--- src/rtl/uart_txd.sv ---
// UART transmitter: 8 data bits, optional even/odd parity, one stop bit.
// A one-byte holding register behind a valid/rdy handshake keeps frames back-to-back.
module uart_txd #(
    parameter int CLK_FREQ  = 100_000_000,
    parameter int BAUD_RATE = 9600,
    parameter int PARITY    = 0
) (
    input  logic       clk,
    input  logic       rst,
    input  logic       valid,
    input  logic [7:0] data,
    output logic       rdy,
    output logic       txd,
    output logic       busy
);

    localparam int BIT_CYC = CLK_FREQ / BAUD_RATE;
    localparam int CNT_W   = (BIT_CYC > 1) ? $clog2(BIT_CYC) : 1;
    localparam logic [CNT_W-1:0] CNT_LAST = CNT_W'(BIT_CYC - 1);

    typedef enum logic [2:0] {
        ST_IDLE  = 3'd0,
        ST_START = 3'd1,
        ST_DATA  = 3'd2,
        ST_PAR   = 3'd3,
        ST_STOP  = 3'd4
    } state_t;

    // Mode 2 (odd) inverts the plain XOR used for even parity.
    function automatic logic parity_bit(input logic [7:0] d, input int mode);
        return (mode == 2) ? ~(^d) : (^d);
    endfunction

    state_t           state_r;
    state_t           state_next_s;
    logic [CNT_W-1:0] cnt_r;
    logic [CNT_W-1:0] cnt_next_s;
    logic [2:0]       idx_r;
    logic [2:0]       idx_next_s;
    logic             hold_full_r;
    logic [7:0]       hold_data_r;
    logic [7:0]       shift_r;
    logic             par_r;
    logic             txd_r;
    logic             busy_r;
    logic             load_s;
    logic             accept_s;
    logic             bit_end_s;
    logic             txd_next_s;

    assign rdy  = ~hold_full_r;
    assign txd  = txd_r;
    assign busy = busy_r;

    // Next-state, counter and line-level decode.
    always_comb begin
        state_next_s = state_r;
        cnt_next_s   = cnt_r;
        idx_next_s   = idx_r;
        load_s       = 1'b0;
        txd_next_s   = 1'b1;
        accept_s     = valid & ~hold_full_r;
        bit_end_s    = (cnt_r == CNT_LAST);

        case (state_r)
            ST_IDLE: begin
                cnt_next_s = '0;
                idx_next_s = 3'd0;
                if (hold_full_r) begin
                    state_next_s = ST_START;
                    load_s       = 1'b1;
                end else begin
                    state_next_s = ST_IDLE;
                end
            end
            ST_START: begin
                if (bit_end_s) begin
                    cnt_next_s   = '0;
                    state_next_s = ST_DATA;
                end else begin
                    cnt_next_s = cnt_r + 1'b1;
                end
            end
            ST_DATA: begin
                if (bit_end_s) begin
                    cnt_next_s = '0;
                    if (idx_r == 3'd7) begin
                        idx_next_s   = 3'd0;
                        state_next_s = (PARITY != 0) ? ST_PAR : ST_STOP;
                    end else begin
                        idx_next_s = idx_r + 3'd1;
                    end
                end else begin
                    cnt_next_s = cnt_r + 1'b1;
                end
            end
            ST_PAR: begin
                if (bit_end_s) begin
                    cnt_next_s   = '0;
                    state_next_s = ST_STOP;
                end else begin
                    cnt_next_s = cnt_r + 1'b1;
                end
            end
            ST_STOP: begin
                if (bit_end_s) begin
                    cnt_next_s = '0;
                    if (hold_full_r) begin
                        state_next_s = ST_START;
                        load_s       = 1'b1;
                    end else begin
                        state_next_s = ST_IDLE;
                    end
                end else begin
                    cnt_next_s = cnt_r + 1'b1;
                end
            end
            default: begin
                state_next_s = ST_IDLE;
                cnt_next_s   = '0;
                idx_next_s   = 3'd0;
            end
        endcase

        // The line follows the state one clock later, so every bit still spans BIT_CYC clocks.
        case (state_r)
            ST_IDLE:  txd_next_s = 1'b1;
            ST_START: txd_next_s = 1'b0;
            ST_DATA:  txd_next_s = shift_r[idx_r];
            ST_PAR:   txd_next_s = par_r;
            ST_STOP:  txd_next_s = 1'b1;
            default:  txd_next_s = 1'b1;
        endcase
    end

    // FSM, bit counter, bit index and registered line outputs.
    always_ff @(posedge clk or negedge rst) begin
        if (!rst) begin
            state_r <= ST_IDLE;
            cnt_r   <= '0;
            idx_r   <= 3'd0;
            txd_r   <= 1'b1;
            busy_r  <= 1'b0;
        end else begin
            state_r <= state_next_s;
            cnt_r   <= cnt_next_s;
            idx_r   <= idx_next_s;
            txd_r   <= txd_next_s;
            busy_r  <= (state_next_s != ST_IDLE);
        end
    end

    // Holding register: filled by the handshake, emptied when the shifter loads.
    always_ff @(posedge clk or negedge rst) begin
        if (!rst) begin
            hold_full_r <= 1'b0;
            hold_data_r <= 8'h00;
        end else if (load_s) begin
            hold_full_r <= 1'b0;
        end else if (accept_s) begin
            hold_full_r <= 1'b1;
            hold_data_r <= data;
        end else begin
            hold_full_r <= hold_full_r;
        end
    end

    // Shift register and parity are frozen for the whole frame once loaded.
    always_ff @(posedge clk or negedge rst) begin
        if (!rst) begin
            shift_r <= 8'h00;
            par_r   <= 1'b0;
        end else if (load_s) begin
            shift_r <= hold_data_r;
            par_r   <= parity_bit(hold_data_r, PARITY);
        end else begin
            shift_r <= shift_r;
        end
    end

endmodule

--- config.mk ---
export PLATFORM = sky130hd
export DESIGN_NAME = uart_txd
export DESIGN_NICKNAME = d
export VERILOG_FILES = /design/src/rtl/uart_txd.sv
export SDC_FILE = /design/constraint.sdc
export NUM_CORES = 1
export LEC_CHECK = 0
export ABC_CLOCK_PERIOD_IN_PS = 2420
export BUFFER_PORTS_ARGS = -buffer_cell sky130_fd_sc_hd__clkbuf_2
export CORE_MARGIN = 2
export CORE_UTILIZATION = 45
export DETAILED_ROUTE_END_ITERATION = 10
export GPL_ROUTABILITY_DRIVEN = 0
export PLACE_DENSITY = 0.67
export SYNTH_ARGS = -nofsm -noshare
export SYNTH_HDL_FRONTEND = slang
export SYNTH_SLANG_ARGS = --single-unit
--- constraint.sdc ---
create_clock -name clk -period 2.42 [get_ports clk]
set_clock_uncertainty 0.2 [all_clocks]
set_input_delay 0.121 -clock clk [delete_from_list [all_inputs] [get_ports clk]]
set_output_delay 0.121 -clock clk [all_outputs]
set_load 0.02 [all_outputs]
==> impl_metrics.csv <==
group,metric,value,unit
status,status,"finished with violations",
status,violations,"negative setup slack",
logic_synthesis,synth_edf_count,0,
power_and_ir_drop,clkPwrFrac,0.228,
power_and_ir_drop,leakage,1.072,nW
global_route,grt_pass1_wl,6437,µm
die,core,0.004294,mm²
worst_setup_path,worstPathMaxFanout,5,
power_and_ir_drop,p_sw_frac,0.2937,
logic_synthesis,yosys-top-cells-area,"dfrtp_1 (49%), mux2_4 (6.1%), mux2_2 (5.1%), xor2_1 (4.4%), nor2_1 (3.4%)",
logic_synthesis,synth_common_cells,"dfrtp_1 (39), nor2_1 (18), o21ai_0 (11)",
logic_synthesis,syn_area,0.001978,mm²
die,start_util,0.4607,
routing,drt_iter0_markers,53,
worst_setup_path,crit_chain,"or4b_4, or4_4, a211oi_4, buf_6, mux2_4",
worst_hold_path,hp-class,"flop to flop",
final_layout,final_core_utilization,0.5568,
timing,report.final.slew_viol_count,0,
flow_run,maxCapViolCount,0,
final_layout,drive_gt1_frac,0.3073,
placed_design,place.port_buffers,13,
power_and_ir_drop,intPower,1.628,mW
timing,slew_headroom,0.3704,
logic_synthesis,ys_seq_elements,40,
clocking,cts_sinks,40,
global_route,grt_max_degree,41,
worst_setup_path,arrival,2.41,ns
worst_setup_path,startpoint_type,"flop",
power_and_ir_drop,vdd_ir_drop_max,667.5,µV
power_and_ir_drop,comb_power_share,0.318,
die,die_area,0.004942,mm²
routing,drt_pre_antenna_iters,4,
logic_synthesis,synth_ff_type,"dfrtp_1",
logic_synthesis,synth_cells,167,
global_route,antenna_found_initial,0,
logic_synthesis,yosysSeqAreaShare,0.5066,
routing,route.vias.total,1357,
timing,grt_setup_unrepaired,"true",
logic_synthesis,async_flop_share,1.000,
logic_synthesis,yosysMostFrequentCell,"dfrtp_1",
timing,finalCritPeriodShare,1.009,
logic_synthesis,syn_area_per_cell,11.85,µm²
routing,drc,0,
clocking,cts_root_buf,"clkbuf_8",
timing,fin_ws,-0.02161,ns
global_route,grt_pass1_vias,1431,
worst_setup_path,critPathTopFamily,"simple AND/OR/NAND/NOR gates",
worst_setup_path,worstSetupPathType,"flop to flop",
final_layout,fin_nets,218,
logic_synthesis,netlist.area_leader.share,0.4934,
die,chipWidth,70.30,µm
worst_setup_path,slowest_stage,"or4b_4",
final_layout,diodes,0,
clocking,cts_buffer_depth,2,
clocking,cts.htree.levels,2,
logic_synthesis,synth_cell_type_count,38,
timing,hold_viol_final,0,
final_layout,final_area,0.002391,mm²
power_and_ir_drop,seqPwrFrac,0.454,
worst_setup_path,required,2.39,ns
worst_setup_path,cpPeakStageDelay,0.54,ns
power_and_ir_drop,total_power,2.305,mW
placed_design,placed_cell_area,0.002172,mm²
routing,via_per_inst,5.280,
timing,fmax,409.6,MHz
die,die_h,70.30,µm
global_route,grt_usage,0.1669,
routing,drt_wl_total,3582,µm
global_route,grt-ovfl-total,0,
logic_synthesis,syn-num-nets,181,
timing,min_period,2.442,ns
logic_synthesis,yosysWarnings,0,
worst_setup_path,critPathCaptureType,"flop",
die,rows,24,
power_and_ir_drop,power_density,963.9,mW/mm²
clocking,numCtsBuffers,5,
routing,ant_nets,0,
clocking,cts_tree,"done",
placed_design,dp_hpwl,2639,µm
logic_synthesis,synth_top_cell_by_area,"dfrtp_1",
worst_setup_path,worstPathBufferInverterCount,1,
clocking,clk_latency,0.29,ns
timing,worstMarginPinSlew,0.9444,ns
routing,wl_per_cell,13.94,µm
timing,setup_viol_count_final,9,
die,io_pins,14,
clocking,clk_transition_reported_paths,0.07,ns
clocking,cts_post_setup_buffers_inserted,0,
power_and_ir_drop,p_sw,677.0,µW
final_layout,syn_to_final_growth,20.87,%
timing,holdWs,0.2881,ns
[repair_timing]
item	CTS	global route
resized for setup	0	3
hold buffers	10	0
hold endpoints to repair	48	0
setup endpoints to repair	9	9
cloned	0	0
[worst register-to-register path: cells and delay by family, from the launching register on]
family / cells / cell delay [ns]
simple gates: 2 / 0.99
compound gates: 1 / 0.28
buf+inv: 1 / 0.17
flops: 1 / 0.39
mux: 1 / 0.30
[final timing paths]
path	from	end	slack, ns	cells after the start
setup reg to reg	cnt_r[12]	shift_r[2]	-0.02	5
hold reg to reg	cnt_r[0]	cnt_r[0]	0.29	1
max in group asynchronous	rst	cnt_r[8]	1.12	2
min in group asynchronous	rst	idx_r[2]	0.31	2
setup / recovery	cnt_r[12]	shift_r[2]	-0.02	5
hold / removal	cnt_r[0]	cnt_r[0]	0.29	1
[power by group through the flow]
| stage | logic [mW] | clock network (mW) | registers, mW |
|---|---|---|---|
| floorplan | 0.581 | 0 | 1.00 |
| global placement | 0.695 | 0 | 1.04 |
| detailed placement | 0.720 | 0 | 1.06 |
| CTS | 0.734 | 0.542 | 1.04 |
| global route | 0.805 | 0.584 | 1.08 |
| finish | 0.732 | 0.526 | 1.05 |
[layout make-up]
class                           instances  area, µm²
Clock buffer                            6      72.57
Clock inverter                          2      35.03
Fill cell                             371       1903
Inverter                                2      7.507
Multi-Input combinational cell        118      930.9
Sequential cell                        40       1002
Tap cell                               52      65.06
Timing Repair Buffer                   37      277.8
[flip-flops by register name, summed over array words and instances, names as in the netlist]
register     count
busy             1
idx_r            3
par_r            1
hold_data_r      8
cnt_r           14
txd              1
state_r          3
hold_full_r      1
shift_r          8
[stage by stage]
step	worst slack (ns)	setup TNS, ns	std cells
2_1_floorplan	-0.07371	-0.5897	167
3_5_place_dp	-0.02521	-0.02873	239
3_3_place_gp	0.02011	0	239
6_report	-0.02161	-0.1169	257
5_1_grt	-0.05610	-0.4457	257
4_1_cts	-0.04292	-0.1470	257
[metal layers]
metal | up-vias | part of all wire | global-route usage | routed length (µm)
met1 | 680 | 0.50 | 0.2343 | 1802
li1 | 654 | - | - | -
met3 | 6 | 0.022 | 0.03030 | 79
met4 | 0 | 0.017 | 0.07692 | 62
met5 | - | 0 | 0 | 0
met2 | 17 | 0.46 | 0.2505 | 1637
[kinds of logic (layout without fill, tap and decap cells)]
| kind of cell | Yosys count | count (layout) | synth area share |
|---|---|---|---|
| flip-flops | 40 | 40 | 0.5066 |
| adder cells (fa/ha/maj) | 3 | 3 | 0.01898 |
| AO/OA/AOI/OAI | 18 | 18 | 0.05756 |
| multiplexers | 23 | 23 | 0.1550 |
| XOR/XNOR | 17 | 17 | 0.07527 |
| AND/OR/NAND/NOR | 57 | 57 | 0.1607 |
| buffers and inverters | 9 | 47 | 0.02593 |
[placed cells by master, fill, tap and decap left out, types with 2 or more instances in the layout]
cell,count
and4_1,2
mux4_2,2
xnor2_1,7
nand2_1,6
and2_1,2
a21oi_1,3
buf_6,2
mux2i_1,4
dfrtp_1,39
inv_1,2
buf_4,12
nor2b_1,4
nor2_1,18
clkbuf_2,13
xor2_1,10
ha_1,3
nand3b_1,2
nand3_1,5
mux2_2,8
clkbuf_8,5
nand2b_1,2
dlygate4sd3_1,10
mux2_4,9
or3_1,2
o21ai_0,11
nand4_1,5
Power figures use the tool's default switching activity.
